$ cat src/rtl/count_watch.sv
// count_watch: samples an observed counter every clock and classifies each step (increment, wrap, hold, jump) into registered pulses, a wrap tally and a stall flag.
// Optional build macro COUNT_WATCH_DOWN_EN accepts -1 steps as normal (0 -> all-ones wraps) and adds the down_step output.
module count_watch #(
  parameter int WIDTH     = 4,
  parameter int WRAP_W    = 8,
  parameter int STALL_CYC = 4
) (
  input  logic              clk,
  input  logic              reset,
  input  logic [WIDTH-1:0]  q_in,
  input  logic [WIDTH-1:0]  match_val,
  input  logic              match_en,
  input  logic              wrap_cnt_clr,
  output logic [WIDTH-1:0]  prev_q,
  output logic              wrap_pulse,
  output logic              jump_pulse,
  output logic              match_pulse,
  output logic              stall,
  output logic [WRAP_W-1:0] wrap_cnt
`ifdef COUNT_WATCH_DOWN_EN
  ,
  output logic              down_step
`endif
);

  localparam int CW = $clog2(STALL_CYC + 1);

  typedef enum logic [1:0] {SYNC, TRACK, STALL} state_t;

  state_t            r_state;
  logic [CW-1:0]     r_cnt;

  logic [WIDTH-1:0]  w_p_inc;
  logic              w_hold;
  logic              w_up;
  logic              w_dn;
  logic              w_wrap;
  logic              w_jump;
  logic              w_match;
  logic              w_stall_hit;
  logic [CW-1:0]     w_cnt_inc;
  logic [WRAP_W-1:0] w_wrap_cnt_nxt;

  assign w_p_inc = prev_q + WIDTH'(1);
  assign w_hold  = (q_in == prev_q);
  assign w_up    = (q_in == w_p_inc);

`ifdef COUNT_WATCH_DOWN_EN
  logic [WIDTH-1:0] w_p_dec;
  assign w_p_dec = prev_q - WIDTH'(1);
  assign w_dn    = (q_in == w_p_dec);
`else
  assign w_dn    = 1'b0;
`endif

  assign w_wrap  = (w_up && (prev_q == {WIDTH{1'b1}})) || (w_dn && (prev_q == '0));
  assign w_jump  = !w_hold && !w_up && !w_dn;
  assign w_match = match_en && (q_in == match_val) && !w_hold;

  // r_cnt counts holds since the last change; the first sample of a run is not a hold
  assign w_cnt_inc   = (r_cnt == CW'(STALL_CYC)) ? r_cnt : r_cnt + CW'(1);
  assign w_stall_hit = w_hold && (w_cnt_inc >= CW'(STALL_CYC - 1));

  always_comb begin
    w_wrap_cnt_nxt = wrap_cnt;
    if (wrap_cnt_clr) begin
      w_wrap_cnt_nxt = w_wrap ? WRAP_W'(1) : '0;
    end else if (w_wrap && (wrap_cnt != {WRAP_W{1'b1}})) begin
      w_wrap_cnt_nxt = wrap_cnt + WRAP_W'(1);
    end
  end

  always_ff @(posedge clk or negedge reset) begin
    if (!reset) begin
      r_state     <= SYNC;
      r_cnt       <= '0;
      prev_q      <= '0;
      wrap_pulse  <= 1'b0;
      jump_pulse  <= 1'b0;
      match_pulse <= 1'b0;
      stall       <= 1'b0;
      wrap_cnt    <= '0;
`ifdef COUNT_WATCH_DOWN_EN
      down_step   <= 1'b0;
`endif
    end else begin
      prev_q <= q_in;
      case (r_state)
        SYNC: begin
          wrap_pulse  <= 1'b0;
          jump_pulse  <= 1'b0;
          match_pulse <= 1'b0;
          stall       <= 1'b0;
          r_cnt       <= '0;
          wrap_cnt    <= wrap_cnt_clr ? '0 : wrap_cnt;
          r_state     <= TRACK;
        end
        default: begin
          wrap_pulse  <= w_wrap;
          jump_pulse  <= w_jump;
          match_pulse <= w_match;
          wrap_cnt    <= w_wrap_cnt_nxt;
          if (w_hold) begin
            r_cnt   <= w_cnt_inc;
            stall   <= w_stall_hit;
            r_state <= w_stall_hit ? STALL : TRACK;
          end else begin
            r_cnt   <= '0;
            stall   <= 1'b0;
            r_state <= TRACK;
          end
`ifdef COUNT_WATCH_DOWN_EN
          if (w_up) begin
            down_step <= 1'b0;
          end else if (w_dn) begin
            down_step <= 1'b1;
          end
`endif
        end
      endcase
    end
  end

endmodule

$ cat config.mk
export PLATFORM = sky130hd
export DESIGN_NAME = count_watch
export DESIGN_NICKNAME = d
export VERILOG_FILES = /design/src/rtl/count_watch.sv
export SDC_FILE = /design/constraint.sdc
export NUM_CORES = 1
export LEC_CHECK = 0
export CELL_PAD_IN_SITES_DETAIL_PLACEMENT = 0
export CELL_PAD_IN_SITES_GLOBAL_PLACEMENT = 1
export CORE_UTILIZATION = 32
export DETAILED_ROUTE_END_ITERATION = 12
export GPL_ROUTABILITY_DRIVEN = 1
export PLACE_DENSITY = 0.84
export SETUP_SLACK_MARGIN = 0.15
export SLEW_MARGIN = 20
export SYNTH_ARGS = -nofsm -noshare
export SYNTH_HDL_FRONTEND = slang
export SYNTH_SLANG_ARGS = --single-unit
$ cat constraint.sdc
create_clock -name clk -period 2.4 [get_ports clk]
set_clock_uncertainty 0.2 [all_clocks]
set_input_delay 0.48 -clock clk [delete_from_list [all_inputs] [get_ports clk]]
set_output_delay 0.48 -clock clk [all_outputs]
set_load 0.03 [all_outputs]
After elaboration in Yosys (flattened, before gate mapping)
Cells that the tools add are included.
W data, S select, Z words.

word-level totals
  bits in registers = 21
  logic and storage cells = 46

cells by class
  equality and inequality tests = 7
  reduce and logical (&&, ||, !) cells = 11
  add/subtract/negate cells = 3
  mux-type cells = 16
  order comparisons = 1

operators with widths
  operator               number
  $mux W8                4
  $eq A4 B4 Y1           3
  $mux W3                3
  $add A8 B1 Y8 const B  1
  $ne A8 B8 Y1 const B   1
  $logic_and A1 B1 Y1    6
  $mux W1                6
  $mux W2                3
  $add A4 B1 Y4 const B  1
  $eq A4 B4 Y1 const B   1
  $add A3 B1 Y3 const B  1
  $eq A3 B3 Y1 const B   1
  $ge A3 B2 Y1 const B   1
  $logic_not A1 Y1       2
  $logic_not A2 Y1       1
  $ne A2 B2 Y1 const B   1
  $reduce_and A2 Y1      1
  $reduce_bool A2 Y1     1

Logic depth before layout (Yosys ltp)
Gate-level depths: netlist of run 1.

  depth in word-level cells = 7
  depth in mapped cells = 7
  gate-level depth less buffers = 6

Least setup slack after synthesis of run 1
OpenSTA, ideal clock, no wires.

  kind = reg2reg
  start point = register prev_q[0]
  end point = register wrap_cnt[1]
  period minus slack after synthesis = 2.521 ns
  cell stages (with the launch flop) = 8
  setup slack = -0.121 ns
  setup time = 0.078 ns
  data arrival time = 2.243 ns
  cells stage by stage = dfrtp_1 ha_1 xnor2_1 nand2_1 or4_4 buf_6 or3b_1 a21oi_1

between the ends
  word-level cells in the longest chain between the ends = 6
  elaborated cells on any way between the ends = 7
  those cells by class = add/sub: 1; eq/ne: 2; reduce/logical: 4

RTL lines
  element                                RTL line  text
  start: declaration                     14        output logic [WIDTH-1:0] prev_q,
  start signal: assignment               87        prev_q <= q_in;
  $add A4 B1 Y4                          44        assign w_p_inc = prev_q + WIDTH'(1);
  $eq A4 B4 Y1                           46        assign w_up = (q_in == w_p_inc);
  $logic_and A1 B1 Y1 *                  56        assign w_wrap = (w_up && (prev_q == {WIDTH{1'b1}})) || (w_dn && (prev_q == '0));
  $logic_and A1 B1 Y1 *                  68        end else if (w_wrap && (wrap_cnt != {WRAP_W{1'b1}})) begin
  $reduce_bool A2 Y1 (no source line) *  --
  $reduce_and A2 Y1 (no source line) *   --
  end signal: assignment                 95        wrap_cnt <= wrap_cnt_clr ? '0 : wrap_cnt;
  end signal: assignment                 102       wrap_cnt <= w_wrap_cnt_nxt;
  end: declaration                       19        output logic [WRAP_W-1:0] wrap_cnt

Every way passes the cells marked *; elsewhere a longest branch is shown, timed or not.
A chain may end at the register's enable or synchronous reset.

Worst setup path after layout of run 1
  start point = input q_in[1]
  end point = register wrap_cnt[4]

between the ends
  word-level cells in the longest chain between the ends = 5

RTL lines
  element                              RTL line  text
  start: declaration                   10        input logic [WIDTH-1:0] q_in,
  $eq A4 B4 Y1                         46
  $logic_and A1 B1 Y1                  56
  $logic_and A1 B1 Y1                  68
  $reduce_bool A2 Y1 (no source line)  --
  $reduce_and A2 Y1 (no source line)   --

No other way between the ends.

==> flow_summary_export.csv, run 1 <==
group,metric,value,unit
route,dr_total_vias,985,
clock_network,cts_max_level,1,
grt,overflow,0,
timing,finalMaxSlewViolations,0,
critical_path,slowest_delay,0.55,ns
critical_path,crit_family,"simple AND/OR/NAND/NOR gates",
synthesis,synth_top_area_cell,"dfrtp_1",
timing,max_slew_margin,0.597,
placed_design,gp_congestion,0.732,
grt,grt_max_degree,21,
clock_network,tritoncts,"done",
route,wl_per_cell,12.6,um
floorplanning,fp.dieArea,3540,sq um
timing,layout_min_cycle_time,2.35,ns
clock_network,cts_made_buffers,3,
synthesis,postSynthAreaPerCell,10.4,sq um
layout,nNetsFinal,172,
worst_hold_path,min_path_type,"primary input to async pin",
run_status,outcome,"finished, final reports clean",
placed_design,dp_slack,-0.448,ns
route,dr.pass1.iters,4,
route,drc,0,
grt,grtUsageTotal,0.156,
timing,fmax,0.426,GHz
layout,fin_area,1700,sq um
critical_path,critical_path.slowest_cell,"or4_4",
synthesis,synth_top_area_frac,0.473,
route,ant_nets,0,
synthesis,yosysSeqAreaShare,0.473,
placed_design,placed_area,1520,sq um
synthesis,async_reset_ff_frac,1.00,
timing,rsz0062_at_grt,"true",
clock_network,clock-root-buffer,"clkbuf_4",
grt,grt_pass1_wl,4200,um
pwr,power,763,uW
placed_design,io_buffers,27,
clock_network,cts_hold_buf,0,
route,drt-total-wl,2490,um
critical_path,path_max_fanout,5,
floorplanning,start_util,0.341,
synthesis,ys_types,35,
placed_design,place_hpwl,1790,um
synthesis,synthesis.nets,119,
synthesis,synth_ff_type,"dfrtp_1",
synthesis,synth_edf_count,0,
critical_path,critPathBufInv,2,
timing,hold_viol,0,
route,dr.first_iter.drc_count,18,
timing,setup_ws,0.0544,ns
synthesis,yosysMostFrequentCell,"dfrtp_1",
critical_path,path_depth,7,
pwr,p_leak,0.666,nW
route,viasPerCell,4.97,
timing,post-route-period-util,0.977,
critical_path,path_class,"primary input to flop",
clock_network,cts_max_path_buffers,2,
synthesis,synth_top_cells_by_area,"dfrtp_1, ha_1, xnor2_1",
timing,setup_viol,0,
pwr,vdd_drop_max,263,uV
critical_path,endpoint_kind,"flop",
floorplanning,die_h,59.5,um
critical_path,crit_chain,"clkdlybuf4s50_1 > xnor2_2 > nand2_2 > buf_4 > or4_4 > or3_4 > a21oi_2",
critical_path,cp-start-kind,"primary input",
synthesis,synth_common_cells,"dfrtp_1, a21oi_1, xnor2_1",
critical_path,arrival,2.39,ns
pwr,power_density,450,nW/um^2
layout,n_antenna_cell,0,
floorplanning,pin_count,28,
clock_network,clk_pin_slew_worst_paths,0.13,ns
run,cap_violations,0,
floorplanning,die_x,59.5,um
layout,nFillCells,309,
timing,tightest_slew,0.598,ns
floorplanning,core,3100,sq um
synthesis,syn-cell-area,1060,sq um
synthesis,synth_seq_cells,20,
clock_network,clk_latency,0.31,ns
critical_path,required,2.44,ns
synthesis,syn_inst,102,
grt,antenna_found_initial,0,
layout,final_layout_size_suffix_gt1_frac,0.364,
clock_network,cts.sinks,20,
grt,grt_pass1_vias,1013,
critical_path,reg2reg_depth,7,
floorplanning,row_count,20,
synthesis,ys_warn_count,0,
layout,area_delta_synth_final,60.4,%
-- metal layers --
metal	share of wire	vias up	wire (um)	track usage
met5	0	-	0	0
met4	0.0048	0	12	0.0374
met3	0.036	2	89	0.0197
met2	0.53	29	1330	0.291
met1	0.43	480	1060	0.189
li1	-	474	-	-
-- report_power, final --
group	internal, mW	switching [mW]
logic	0.0697	0.0645
registers	0.345	0.00733
clock network	0.169	0.108
total	0.583	0.180
-- cell type report --
cell class | count | area, sq um | area share
clock inverters | 1 | 30.0 | 0.0177
inverters | 4 | 15.0 | 0.00886
clock buffers | 3 | 22.5 | 0.0133
well taps | 44 | 55.1 | 0.0325
multi-input cells | 77 | 627 | 0.370
flip-flops and latches | 20 | 510 | 0.301
repair buffers | 49 | 435 | 0.257
-- flip-flops by register name (all words and copies together) (netlist names) --
signal,cells
jump_pulse,1
r_state,2
match_pulse,1
wrap_cnt,8
r_cnt,3
prev_q,4
wrap_pulse,1
-- layout by cell type, fill, tap and decap left out, types with 3 or more instances in the layout --
master           Yosys  routed
xor2_1               4       3
nor2_1               6       6
nand3_1              5       5
inv_1                4       4
clkdlybuf4s50_1      0      24
a21oi_1              7       4
a21oi_2              0       3
nor3_1               5       5
dfrtp_2              0       8
buf_4                0      21
ha_1                 5       4
dlygate4sd2_1        0       3
dfrtp_1             20      12
clkbuf_4             0       3
o21ai_0              6       3
xnor2_1              7       5
or4_4                1       3
nand2_1              6       5
-- final timing paths --
| path | start | to | slack (ns) |
|---|---|---|---|
| setup / recovery | q_in[1] | wrap_cnt[4] | 0.05 |
| hold / removal | reset | wrap_cnt[4] | 0.30 |
| setup reg to reg | prev_q[0] | wrap_cnt[4] | 0.08 |
| hold reg to reg | r_cnt[0] | r_cnt[0] | 0.41 |
| max in group asynchronous | reset | prev_q[0] | 1.47 |
| min in group clk | q_in[3] | prev_q[3] | 0.30 |
-- worst reg2reg max path: stages (launching register included) --
cell     delay (ns)
dfrtp_2        0.44
ha_4           0.25
xnor2_2        0.13
nand2_2        0.09
buf_4          0.14
or4_4          0.55
or3_4          0.35
a21oi_2        0.11
-- through the flow --
stage	setup TNS, ns	util	instances	hold slack (ns)
2_1_floorplan	0	-	102	-0.0156
3_3_place_gp	-2.27	0.490	188	0.353
3_5_place_dp	-2.62	0.490	188	0.380
4_1_cts	0	0.527	196	0.302
5_1_grt	-0.0108	0.546	198	0.291
6_report	0	0.546	198	0.296
-- kinds of logic after synthesis --
logic type,after synthesis,share of synthesized area
AOI/OAI and AO/OA,21,0.130
DFF,20,0.473
xor gates and xnor gates,12,0.107
and+or+nand+nor,38,0.202
buffers and inverters,6,0.0284
adders and majority gates,5,0.0592
-- what timing repair did --
item                       CTS  global route
gates cloned                 1             0
pin swaps                    6             8
resized for setup           10            13
buffers inserted             3             2
setup endpoints to repair    7             7
Note: power is estimated with default switching activity, not from simulation.
==> run 2: changes to the inputs <==
Settings changed: SETUP_SLACK_MARGIN 0.15 to 0.5, TNS_END_PERCENT set to 30.
==> flow_summary_export.csv, run 2 (synthesis results as in run 1) <==
group,metric,value,unit
run_status,outcome,"finished, final reports clean",
layout,layout_commonest_cell,"buf_4",
placed_design,io_buffers,27,
route,drc,0,
clock_network,clk_pin_slew_worst_paths,0.12,ns
timing,setup_viol,0,
grt,grtUsageTotal,0.177,
pwr,switching_share,0.246,
timing,finalMaxSlewViolations,0,
layout,final_cell_mix,"buf_4, dlymetal6s2s_1, dfrtp_1",
route,dr.first_iter.drc_count,43,
worst_hold_path,min_path_type,"primary input to async pin",
timing,setup_ws,0.0458,ns
timing,rsz0062_at_grt,"true",
route,drt-total-wl,2740,um
grt,grt_pass1_wl,4600,um
pwr,combPwrFrac,0.182,
timing,max_slew_margin,0.650,
pwr,clock_power_share,0.364,
floorplanning,die_x,59.5,um
pwr,vdd_drop_max,231,uV
pwr,seq_power_share,0.454,
pwr,p_leak,0.909,nW
route,wl_per_cell,13.6,um
route,dr.pass1.iters,5,
layout,nNetsFinal,175,
critical_path,required,2.42,ns
pwr,power_density,444,nW/um^2
layout,largest_register_ffs,8,
clock_network,cts_made_buffers,3,
critical_path,endpoint_kind,"flop",
clock_network,tritoncts,"done",
critical_path,arrival,2.37,ns
grt,grt_pass1_vias,1017,
timing,fin_setup_tns,0,ns
critical_path,path_max_fanout,5,
placed_design,dp_slack,-0.493,ns
grt,grt.met1_usage,0.215,
route,ant_nets,0,
grt,grt_max_degree,21,
placed_design,gp_congestion,0.790,
grt,met3_usage,0.0240,
floorplanning,start_util,0.341,
critical_path,cp-start-kind,"flop",
floorplanning,row_count,20,
pwr,power,777,uW
layout,area_delta_synth_final,65.4,%
timing,timing.hold.ws,0.288,ns
grt,top_usage_layer,"met2",
floorplanning,die_h,59.5,um
floorplanning,fp.dieArea,3540,sq um
run,cap_violations,0,
layout,top_register,"wrap_cnt",
layout,utilization,0.564,
route,viasPerCell,5.01,
clock_network,cts.sinks,20,
floorplanning,core,3100,sq um
pwr,power.switching,191,uW
timing,hold_viol,0,
clock_network,clock-root-buffer,"clkbuf_4",
clock_network,cts_max_level,1,
placed_design,place_hpwl,1860,um
floorplanning,pin_count,28,
clock_network,cts_max_path_buffers,2,
route,dr_total_vias,1007,
timing,tightest_slew,0.519,ns
timing,fmax,0.425,GHz
layout,largest_registers,"wrap_cnt: 8 flops, prev_q: 4 flops, r_cnt: 3 flops",
timing,layout_min_cycle_time,2.35,ns
grt,overflow,0,
layout,n_antenna_cell,0,
grt,grtUsageMet2,0.313,
pwr,intPower,586,uW
timing,post-route-period-util,0.981,
critical_path,path_class,"flop to flop",
layout,final_layout_size_suffix_gt1_frac,0.369,
grt,antenna_found_initial,0,
clock_network,clk_latency,0.31,ns
run 2: cell count changes in the layout (fill, tap and decap cells not counted), sizes merged:
cell | before | now
buf | 22 | 26
clkdlybuf4s50 | 24 | 8
clkdlybuf4s15 | 0 | 1
dlymetal6s2s | 0 | 14
run 2: area by class of cell:
cell class	instances	area, sq um
Clock buffer	3	22.5
Tap cell	44	55.1
Clock inverter	1	30.0
Sequential cell	20	510
Timing Repair Buffer	52	492
Fill cell	290	1350
Inverter	4	15.0
Multi-Input combinational cell	77	624
run 2: timing repair:
action | in CTS | in global routing
setup endpoints to repair | 27 | 30
buffers inserted | 6 | 2
pin swaps | 8 | 6
hold buffers | 0 | 0
gates cloned | 1 | 0
gates resized for setup | 16 | 26
run 2: per-stage QoR:
step,area [sq um],cells
2_1_floorplan,1080,102
6_report,1750,201
4_1_cts,1670,199
3_3_place_gp,1520,188
5_1_grt,1750,201
3_5_place_dp,1520,188
run 2: worst max-delay path, cell delays in order, from the launching register on:
cell	delay, ns
dfrtp_2	0.41
ha_4	0.16
o2111ai_4	0.10
a41o_1	0.25
or4_4	0.59
o31a_2	0.34
o21ba_2	0.21
run 2: worst paths after layout:
kind	startpoint	depth (start not counted)	slack (ns)	end
min reg2reg	r_cnt[0]	2	0.39	r_cnt[0]
max reg2reg	prev_q[1]	6	0.05	wrap_cnt[5]
max in group asynchronous	reset	2	1.48	prev_q[0]
max	prev_q[1]	6	0.05	wrap_cnt[5]
min in group clk	q_in[3]	1	0.30	prev_q[3]
min	reset	2	0.29	wrap_cnt[6]
run 2: power groups by stage:
stage / registers [mW] / clock network (mW) / logic (mW)
after detailed placement: 0.358 / 0 / 0.121
after floorplan: 0.370 / 0 / 0.0405
after CTS: 0.352 / 0.287 / 0.134
final: 0.353 / 0.282 / 0.141
after global placement: 0.357 / 0 / 0.118
after global routing: 0.354 / 0.301 / 0.151
run 2: per-layer routing:
metal / part of all wire / wire length (um)
met1: 0.44 / 1220
met2: 0.50 / 1360
met3: 0.048 / 133
met4: 0.012 / 32
met5: 0 / 0
